===== src/rtl/process_scheduler.sv =====
// Round-robin process scheduler: process table, admission, preemption and dispatch FSM.
// Optional macro SCHED_IO_BLOCK_EN enables BLOCKED state for I/O waits and io_done wakeups.
module process_scheduler #(
   parameter int NPROC = 8,
   parameter int PIDW  = 3
) (
   input  logic            clock,
   input  logic            reset,
   input  logic            create_valid,
   input  logic [31:0]     create_pc,
   output logic            create_ready,
   input  logic            quantum_expired,
   input  logic            io_request,
   input  logic            proc_exit,
   input  logic [31:0]     saved_pc,
   input  logic            io_done_valid,
   input  logic [PIDW-1:0] io_done_pid,
   output logic            dispatch_valid,
   output logic [31:0]     dispatch_pc,
   output logic [PIDW-1:0] current_pid,
   output logic            cpu_idle
);

   typedef enum logic [1:0] {SLOT_FREE, SLOT_READY, SLOT_RUNNING, SLOT_BLOCKED} slot_state_t;
   typedef enum logic [2:0] {IDLE, RUN, SAVE, SCAN, DISPATCH} fsm_state_t;

`ifdef SCHED_IO_BLOCK_EN
   localparam slot_state_t IO_PARK = SLOT_BLOCKED;
`else
   localparam slot_state_t IO_PARK = SLOT_READY;
   logic unused_io_done;
   assign unused_io_done = io_done_valid | (|io_done_pid);
`endif

   slot_state_t     slot_state [NPROC];
   logic [31:0]     slot_pc    [NPROC];
   fsm_state_t      state;
   logic [PIDW-1:0] scan_idx;
   logic [PIDW-1:0] scan_cnt;
   logic [PIDW-1:0] sel_idx;

   logic            any_free;
   logic            any_ready;
   logic [PIDW-1:0] free_idx;
   logic            admit;

   // Descending walk so the lowest-index FREE slot is the one left in free_idx.
   always_comb begin
      any_free  = '0;
      any_ready = '0;
      free_idx  = '0;
      for (int unsigned i = NPROC; i > 0; i--) begin
         if (slot_state[i-1] == SLOT_FREE) begin
            any_free = '1;
            free_idx = PIDW'(i-1);
         end
         if (slot_state[i-1] == SLOT_READY) any_ready = '1;
      end
   end

   assign create_ready = any_free;
   assign admit        = create_valid & any_free;

   // Admission, io_done, and FSM writes always touch slots in distinct states,
   // so they never collide on the same table entry in one cycle.
   always_ff @(posedge clock) begin
      if (reset) begin
         for (int unsigned i = 0; i < NPROC; i++) begin
            slot_state[i] <= SLOT_FREE;
            slot_pc[i]    <= '0;
         end
         state          <= IDLE;
         current_pid    <= PIDW'(NPROC-1);
         scan_idx       <= '0;
         scan_cnt       <= '0;
         sel_idx        <= '0;
         dispatch_valid <= '0;
         dispatch_pc    <= '0;
         cpu_idle       <= '1;
      end else begin
         dispatch_valid <= '0;
`ifdef SCHED_IO_BLOCK_EN
         if (io_done_valid && slot_state[io_done_pid] == SLOT_BLOCKED)
            slot_state[io_done_pid] <= SLOT_READY;
`endif
         if (admit) begin
            slot_state[free_idx] <= SLOT_READY;
            slot_pc[free_idx]    <= create_pc;
         end
         case (state)
            IDLE: begin
               if (any_ready) begin
                  state    <= SCAN;
                  scan_idx <= current_pid + PIDW'(1);
                  scan_cnt <= '0;
               end
            end
            RUN: begin
               if (proc_exit) begin
                  slot_state[current_pid] <= SLOT_FREE;
                  state    <= SCAN;
                  scan_idx <= current_pid + PIDW'(1);
                  scan_cnt <= '0;
                  cpu_idle <= '1;
               end else if (io_request) begin
                  slot_pc[current_pid]    <= saved_pc;
                  slot_state[current_pid] <= IO_PARK;
                  state    <= SAVE;
                  cpu_idle <= '1;
               end else if (quantum_expired) begin
                  slot_pc[current_pid]    <= saved_pc;
                  slot_state[current_pid] <= SLOT_READY;
                  state    <= SAVE;
                  cpu_idle <= '1;
               end
            end
            SAVE: begin
               state    <= SCAN;
               scan_idx <= current_pid + PIDW'(1);
               scan_cnt <= '0;
            end
            SCAN: begin
               if (slot_state[scan_idx] == SLOT_READY) begin
                  sel_idx  <= scan_idx;
                  state    <= DISPATCH;
                  cpu_idle <= '0;
               end else if (scan_cnt == PIDW'(NPROC-1)) begin
                  state <= IDLE;
               end else begin
                  scan_idx <= scan_idx + PIDW'(1);
                  scan_cnt <= scan_cnt + PIDW'(1);
               end
            end
            DISPATCH: begin
               slot_state[sel_idx] <= SLOT_RUNNING;
               current_pid    <= sel_idx;
               dispatch_pc    <= slot_pc[sel_idx];
               dispatch_valid <= '1;
               state          <= RUN;
            end
            default: state <= IDLE;
         endcase
      end
   end

endmodule


===== config.mk =====
export PLATFORM = sky130hd
export DESIGN_NAME = process_scheduler
export DESIGN_NICKNAME = d
export VERILOG_FILES = /design/src/rtl/process_scheduler.sv
export SDC_FILE = /design/constraint.sdc
export NUM_CORES = 1
export LEC_CHECK = 0
export CORE_MARGIN = 4
export CORE_UTILIZATION = 30
export DETAILED_ROUTE_END_ITERATION = 12
export PLACE_DENSITY = 0.49
export SETUP_SLACK_MARGIN = 0.15
export SYNTH_ARGS = -nofsm -noshare
export SYNTH_HDL_FRONTEND = slang
export SYNTH_SLANG_ARGS = --single-unit

===== constraint.sdc =====
create_clock -name clock -period 8.8 [get_ports clock]
set_input_delay 0.88 -clock clock [delete_from_list [all_inputs] [get_ports clock]]
set_output_delay 0.88 -clock clock [all_outputs]
set_load 0.05 [all_outputs]

# Word-level counts from Yosys, hierarchy flattened
# Memories as Yosys holds them, arrays and structs flattened. A register that Yosys moved wholly into a read port is not among the register bits.
# Index checks and enable logic that the tools add are counted.
[totals] romBits=0 in_bits=74 output_inout_bits=38 elab_cells=146 latchBits=0 mem_bits_rw=272 reg_bits=17 memories=2
[mem_list] memory="slot_pc" words=8 word_bits=32 rd=1 rd_ports_with_merged_regs=1 write_ports=8 line="36" text="logic [31:0] slot_pc [NPROC];"
[mem_list] memory="slot_state" words=8 word_bits=2 rd=9 rd_ports_with_merged_regs=1 write_ports=8 line="35" text="slot_state_t slot_state [NPROC];"
[classes] div_mod_pow=0 n_lt_le_gt_ge=0 mul=0 shift=0 n_eq_ne=21 muxes=89 reduce_logical=20 bitwise=4 add_sub_neg=3
[ops] operator="2-to-1 mux 32 bit" n=3
[ops] operator="2-to-1 mux 3 bit" n=29
[ops] operator="OR reduction 32 bit" n=2
[ops] operator="2-to-1 mux 1 bit" n=48
[ops] operator="case mux 3 bit (4 select lines)" n=2
[ops] operator="== test 2 x 1 -> 1 bit, second input constant" n=9
[ops] operator="logical NOT 2 bit" n=8
[ops] operator="case mux 3 bit (5 select lines)" n=1
[ops] operator="2-to-1 mux 2 bit" n=5
[ops] operator="inequality test 2 bit, second input constant" n=5
[ops] operator="adder 3 x 1 -> 3 bit, second input constant" n=3
[ops] operator="== test 3 x 2 -> 1 bit, second input constant" n=2
[ops] operator="== test 3 bit, second input constant" n=2
[ops] operator="AND reduction 3 bit" n=2
[ops] operator="OR reduction 2 bit" n=3
[ops] operator="AND reduction 5 bit" n=1
[ops] operator="inequality test 4 bit, second input constant" n=1
[ops] operator="nonzero test 4 bit" n=1
[ops] operator="== test 3 x 1 -> 1 bit, second input constant" n=1
[ops] operator="logical NOT 3 bit" n=1
[ops] operator="inequality test 3 bit, second input constant" n=1
[ops] operator="OR 1 bit" n=3
[ops] operator="case mux 1 bit (2 select lines)" n=1
[ops] operator="AND reduction 2 bit" n=1
[ops] operator="other kinds (2)" n=2

# Logic depth before layout (Yosys ltp)
# Gate-level depths: netlist of the first run.
[depth] depth_word=15 depth_mapped=11 mapped_depth_nobuf=9

# Worst setup path before layout of the first run
# OpenSTA, ideal clock, no wires.
[synth_path] path_type="input port to flip-flop" start="input port reset" end="memory slot_pc[5][0] (enable)" path_buffers=3 t_required_ns=8.239 setup_ns=0.561 stages=8 setup_slack_ns=5.431 arrival_ns=2.808 cell_sequence="buf_2 -> nand2b_1 -> nor3_1 -> and3b_1 -> buf_2 -> nand3_1 -> clkbuf_1 -> nand3_1"
[synth_rtl] item="start, declared" line="8" text="input logic reset,"
[synth_rtl] item="end, declared" line="36"

==> out/metrics.cfg, run 1 <==
[timing]
setup_viol=0
timing.final.crit_period_ns=3.831
fmax_mhz=261.0
rsz0062_at_grt=no
skew_ns=0.01581
max-slew-margin-rel_pct=32.08
finalCritPeriodShare_pct=43.53
final_max_slew_viol_count=0
max_slew.worst_pin.slew_ns=1.019
finalSetupTns_ns=0
hold_viol=0

[routing]
viasPerCell=5.520
antenna_left=0
routed_wl_um=53070
first_pass_iters=5
drcViolationCount=0
drt_iter0_markers=1198
wl_per_cell_um=24.46
num_vias=11980

[clocking]
numCtsBuffers=39
cts-hold-fix-buffers=0
cts_max_level=2
clock_tree.root_cell=clkbuf_16
post-cts-setup-buffer-count=0
clock_latency_ns=0.56
clk_pin_slew_worst_paths_ns=0.06
clock_path_buffers=3
cts.repair.resized=0
cts_tree=done
cts.sink_count=324

[finish]
fin_nets=1520
drive_above_1_share_pct=15.21
syn2layout_area_growth_pct=17.59
mostFrequentLayoutCell=edfxtp_1
final_cells=2170
mostFrequentLayoutCells=272 x edfxtp_1, 180 x nand2_1, 160 x o31ai_1
fin_area_um2=19350

[setup_path]
crit_fanout=66
arrival_ns=4.10
path_class=input port to flip-flop
start_kind=input port
endpoint_kind=flip-flop
critical_path_required_ns=9.07

[logic_synthesis]
ys.flop_type=edfxtp_1
ys_warn_count=0
yosysSeqAreaShare_pct=55.95
netlist_area_um2=16460
synth_edf_count=272
synth_cell_types=65
syn_area_per_cell_um2=11.81
syn_inst=1394
synth_seq_cells=324
synth-async-reset-ratio_pct=0
synth_fp_nets=1471

[placed_design]
place_inst=2098
gp_congestion=0.7535
port_buffers=107
dp_hpwl_um=28880
place_area_um2=18120

[power]
powerDensity_nw_per_um2=187.0
p_int_uw=2747
p_seq_share_pct=48.6
power_frac_clock_pct=43.5
max-vdd-ir-drop_mv=0.1199
combPwrFrac_pct=7.9
p_switching_uw=872.2
sw_frac_of_total_pct=24.10
finalPower_uw=3619
power.leakage_uw=0.006749

[grt]
antenna_found_initial=1
grt_pass1_vias=12250
overflow=0
grt_pass1_wl_um=79230
grt_max_degree=67
track_usage_pct=17.82

[floorplan]
initial_core_util_pct=30.46
ios=112
die_area_um2=58670
die_h_um=242.2
num_rows=85
core_um2=54030
die_x_um=242.2

[outcome]
status=finished, final reports clean

[job]
cap_violations=0

[worst_hold_path]
min_path_type=flip-flop to flip-flop

-- Yosys cell counts, types with 3 or more instances --
cell      instances  area [µm²]
edfxtp_1        272        8168
nand2_1         182       683.2
o31ai_1         160        1201
nor2_1          114       427.9
inv_1            69       259.0
mux4_2           66        1486
clkbuf_1         60       225.2
buf_2            56       280.3
dfxtp_1          52        1041
nand3_1          51       255.2
o21ai_0          42       210.2
a211oi_1         38       285.3
mux2i_1          37       370.4
a41o_1           32       320.3
a31o_2           31       271.5
a21oi_1          13       65.06
nor3_1           13       65.06
nor2b_1          10       62.56
and3_1            8       50.05
buf_4             8       60.06
or3_1             6       37.54
nand3b_1          5       37.54
buf_1             4       15.01
o22ai_1           4       25.02
and2_1            3       18.77
ha_1              3       37.54
nand2b_1          3       18.77
nor2_2            3       18.77
nor3b_1           3       22.52
o211ai_1          3       22.52
or2_2             3       18.77
-- final cells by class --
class	count	area, µm²
inverters	70	262.8
clock buffers	56	1121
diodes	1	2.502
multi-input cells	871	6481
clock inverters	15	106.4
fillers	5267	34670
flip-flops and latches	324	9218
repair buffers	137	1291
well taps	696	870.8
-- state kept, by name, summed over array words and instances, names as in the netlist, named ones only --
name and cells:
dispatch_valid 1, sel_idx 3, dispatch_pc 32, slot_state 16
cpu_idle 1, state 3, current_pid 3, scan_idx 3
slot_pc 256, scan_cnt 3
-- per-stage QoR --
stage | util (%) | setup WS (ns) | hold WS (ns)
6_report | 35.82 | 4.969 | 0.4602
5_1_grt | 35.82 | 4.744 | 0.4874
4_1_cts | 35.82 | 4.904 | 0.4667
3_5_place_dp | 33.55 | 4.314 | 0.4532
3_3_place_gp | 33.55 | 4.326 | 0.4470
2_1_floorplan | - | 5.431 | 0.4448
-- power by group through the flow --
| stage | Clock, µW | Combinational, µW | Sequential [µW] |
|---|---|---|---|
| 3_5_place_dp | 0 | 287 | 1790 |
| 2_1_floorplan | 0 | 150 | 1790 |
| 4_1_cts | 1610 | 288 | 1760 |
| 3_3_place_gp | 0 | 285 | 1790 |
| 6_report | 1570 | 286 | 1760 |
| 5_1_grt | 1680 | 308 | 1770 |
-- path summary, 6_finish.rpt --
kind / from / end / slack [ns] / depth (start not counted)
setup / recovery: reset / slot_pc[7][3] / 4.97 / 8
hold / removal: cpu_idle / cpu_idle / 0.46 / 1
setup reg to reg: state[0] / slot_pc[0][29] / 5.35 / 6
hold reg to reg: cpu_idle / cpu_idle / 0.46 / 1
-- routing by layer --
layer | vias to the layer above | share of wire, % | wire length, µm | GRT usage, %
met5 | - | 0 | 0 | 0
met4 | 0 | 1.8 | 957 | 4.542
met3 | 69 | 6.9 | 3651 | 3.110
li1 | 5444 | - | - | -
met1 | 5992 | 42 | 22470 | 23.66
met2 | 473 | 49 | 25990 | 30.34
-- critical path: stages --
cell and delay [ns]:
buf_2 0.08, buf_4 0.59, o21bai_1 0.44, nor2_8 0.10
nand4_1 0.13, buf_4 0.69, nand3_2 0.68, buf_4 0.48
-- cells by family after synthesis --
logic type / synth area share (%)
flip-flops: 55.95
adder cells (fa/ha/maj): 0.2281
buffers and inverters: 5.192
AND/OR/NAND/NOR: 11.11
multiplexers: 11.58
AO/OA/AOI/OAI: 15.94
(Power assumes the default switching activity.)
==> run 2, diff against run 1 <==
Clock period 8.8 ns to 3.8 ns, I/O delays scaled along.
==> run 2 against run 1 <==
Compared with the run above: combinational power increased by 140%; worst hold slack got worse by 0.065 ns; power increased by 140%; via count increased by 0.45%; largest cell class unchanged; largest power group unchanged; highest routed layer unchanged.
==> out/metrics.cfg, run 2 (synthesis gave the netlist of run 1 again) <==
[outcome]
status=finished, final reports clean  ; unchanged

[clocking]
clock_tree.root_cell=clkbuf_16  ; unchanged
cts_max_level=2  ; unchanged
post-cts-setup-buffer-count=0  ; unchanged
cts.sink_count=324  ; unchanged
cts_tree=done  ; unchanged
clock_path_buffers=3  ; unchanged
clock_latency_ns=0.56  ; about the same
cts-hold-fix-buffers=0  ; unchanged
numCtsBuffers=41  ; was 39
clk_pin_slew_worst_paths_ns=0.06  ; about the same
cts.repair.resized=0  ; unchanged

[timing]
setup_viol=0  ; unchanged
finalSetupTns_ns=0  ; unchanged
rsz0062_at_grt=no  ; unchanged
finalCritPeriodShare_pct=76.71
final_max_slew_viol_count=0  ; unchanged
max-slew-margin-rel_pct=31.01  ; was 32.08%
fmax_mhz=343.0
hold_viol=0  ; unchanged
timing.final.crit_period_ns=2.915
max_slew.worst_pin.slew_ns=1.035  ; was 1.019 ns
skew_ns=0.01063  ; was 0.01581 ns

[finish]
drive_above_1_share_pct=16.44  ; was 15.21%
final_core_util_pct=36.36  ; was 35.82%
fin_nets=1541  ; was 1,520
syn2layout_area_growth_pct=19.36  ; was 17.59%
mostFrequentLayoutCell=edfxtp_1  ; unchanged
mostFrequentLayoutCells=272 x edfxtp_1, 180 x nand2_1, 160 x o31ai_1  ; unchanged
largest_reg_flops=256  ; unchanged
regMostFlops=slot_pc  ; unchanged
top_regs=slot_pc: 256 flops, dispatch_pc: 32 flops, slot_state: 16 flops  ; unchanged

[floorplan]
num_rows=85  ; unchanged
initial_core_util_pct=30.46  ; unchanged
ios=112  ; unchanged
core_um2=54030  ; unchanged
die_area_um2=58670  ; unchanged
die_x_um=242.2  ; unchanged
die_h_um=242.2  ; unchanged

[routing]
antenna_left=0  ; unchanged
num_vias=12030  ; was 11,980
wl_per_cell_um=24.16  ; was 24.46 µm
routed_wl_um=52980  ; was 53,070 µm
viasPerCell=5.487  ; was 5.520
drt_iter0_markers=1223  ; was 1,198
drcViolationCount=0  ; unchanged
first_pass_iters=5  ; unchanged

[setup_path]
critPathSlowestCell=or3_2  ; was buf_4
cp_cell_sequence=or4b_4 > nor3_4 > and2_2 > or3_2  ; was buf_2 > buf_4 > o21bai_1 > nor2_8 > nand4_1 > buf_4 > nand3_2 > buf_4
path_class=flip-flop to flip-flop  ; was input port to flip-flop
critical_path_required_ns=3.97  ; was 9.07 ns
start_kind=flip-flop  ; was input port
endpoint_kind=flip-flop  ; unchanged
reg2reg_slack_ns=0.88  ; was 5.35 ns
r2r_start=state[0]  ; unchanged
rr_worst_depth=4  ; was 6
cp_slowest_stage_delay_ns=0.80  ; was 0.69 ns
crit_fanout=32  ; was 66
worstReg2RegEnd=slot_pc[0][19]  ; was slot_pc[0][29]
arrival_ns=3.09  ; was 4.10 ns

[grt]
track_usage_pct=17.67  ; was 17.82%
grt_pass1_vias=12030  ; was 12,250
use_met2_pct=28.78  ; was 30.34%
met3_usage_pct=2.900  ; was 3.110%
met1_usage_pct=24.24  ; was 23.66%
overflow=0  ; unchanged
antenna_found_initial=2  ; was 1
grt_pass1_wl_um=78660  ; was 79,230 µm
grt_max_degree=66  ; was 67
busiest_layer=met2  ; unchanged

[power]
power_frac_clock_pct=44.1  ; was 43.5%
combPwrFrac_pct=8.0  ; was 7.9%
max-vdd-ir-drop_mv=0.2613  ; was 0.1199 mV
p_int_uw=6443  ; was 2747 µW
p_switching_uw=2063  ; was 872.2 µW
p_seq_share_pct=48.0  ; was 48.6%
power.leakage_uw=0.006893  ; was 0.006749 µW
sw_frac_of_total_pct=24.25  ; was 24.10%
powerDensity_nw_per_um2=433.0  ; was 187.0 nW/µm²
finalPower_uw=8506  ; was 3619 µW

[worst_hold_path]
min_to=sel_idx[2]  ; was cpu_idle
hold_depth=3  ; was 1
min-delay-start=reset  ; was cpu_idle
min_path_type=input port to flip-flop  ; was flip-flop to flip-flop

[job]
cap_violations=0  ; unchanged

[placed_design]
gp_congestion=0.7891  ; was 0.7535
dp_hpwl_um=31830  ; was 28,880 µm
port_buffers=107  ; unchanged

## run 2: cell types whose count changed in the layout (fill, tap and decap cells not counted)
cell / delta
clkbuf_1: +6
clkinv_1: -5
buf_4: +10
clkinv_4: +1
clkbuf_16: +1
inv_6: +1
clkinv_8: -1
buf_12: +9
clkinv_2: +1
## run 2: how the worst max path moves through the flow
stage                           from              to  cells past startpoint
floorplan           slot_state[7][1]   slot_pc[6][0]                      5
global placement           proc_exit  slot_pc[0][18]                      5
detailed placement         proc_exit  slot_pc[0][18]                      5
CTS                         state[0]  slot_pc[0][25]                      4
global route                state[0]  slot_pc[0][30]                      4
finish                      state[0]  slot_pc[0][19]                      4
## run 2: power groups by stage
stage	clock [µW]	sequential (µW)	combinational, µW
2_1_floorplan	0	4140	348
6_report	3750	4080	679
5_1_grt	3980	4090	730
3_5_place_dp	0	4150	681
3_3_place_gp	0	4150	677
4_1_cts	3840	4080	684
## run 2: critical path, delay by kind of cell, from the launching register on
family / cells / cell delay (ns)
AND/OR/NAND/NOR: 4 / 1.96
flip-flops: 1 / 0.56
## run 2: area by class of cell
type,count,area (µm²)
well taps,696,870.8
multi-input cells,871,6481
clock buffers,63,1169
repair buffers,156,1546
flip-flops and latches,324,9218
inverters,70,262.8
clock inverters,12,93.84
diodes,1,2.502
fillers,5255,34380
## run 2: through the flow
step                instance area [µm²]  hold WS, ns  std cells  setup slack, ns
CTS                               19640       0.3735       2192           0.8502
floorplan                         16460       0.4448       1394           0.8698
detailed placement                18380       0.4535       2117           0.5489
finish                            19640       0.3949       2193           0.8848
global route                      19640       0.4288       2193           0.7312
global placement                  18380       0.4501       2117           0.5817
## run 2: metal layers
metal / part of all wire (%) / up-vias
met5: 0 / -
met4: 2.7 / 0
met3: 5.9 / 93
met2: 47 / 423
met1: 45 / 6005
li1: - / 5511
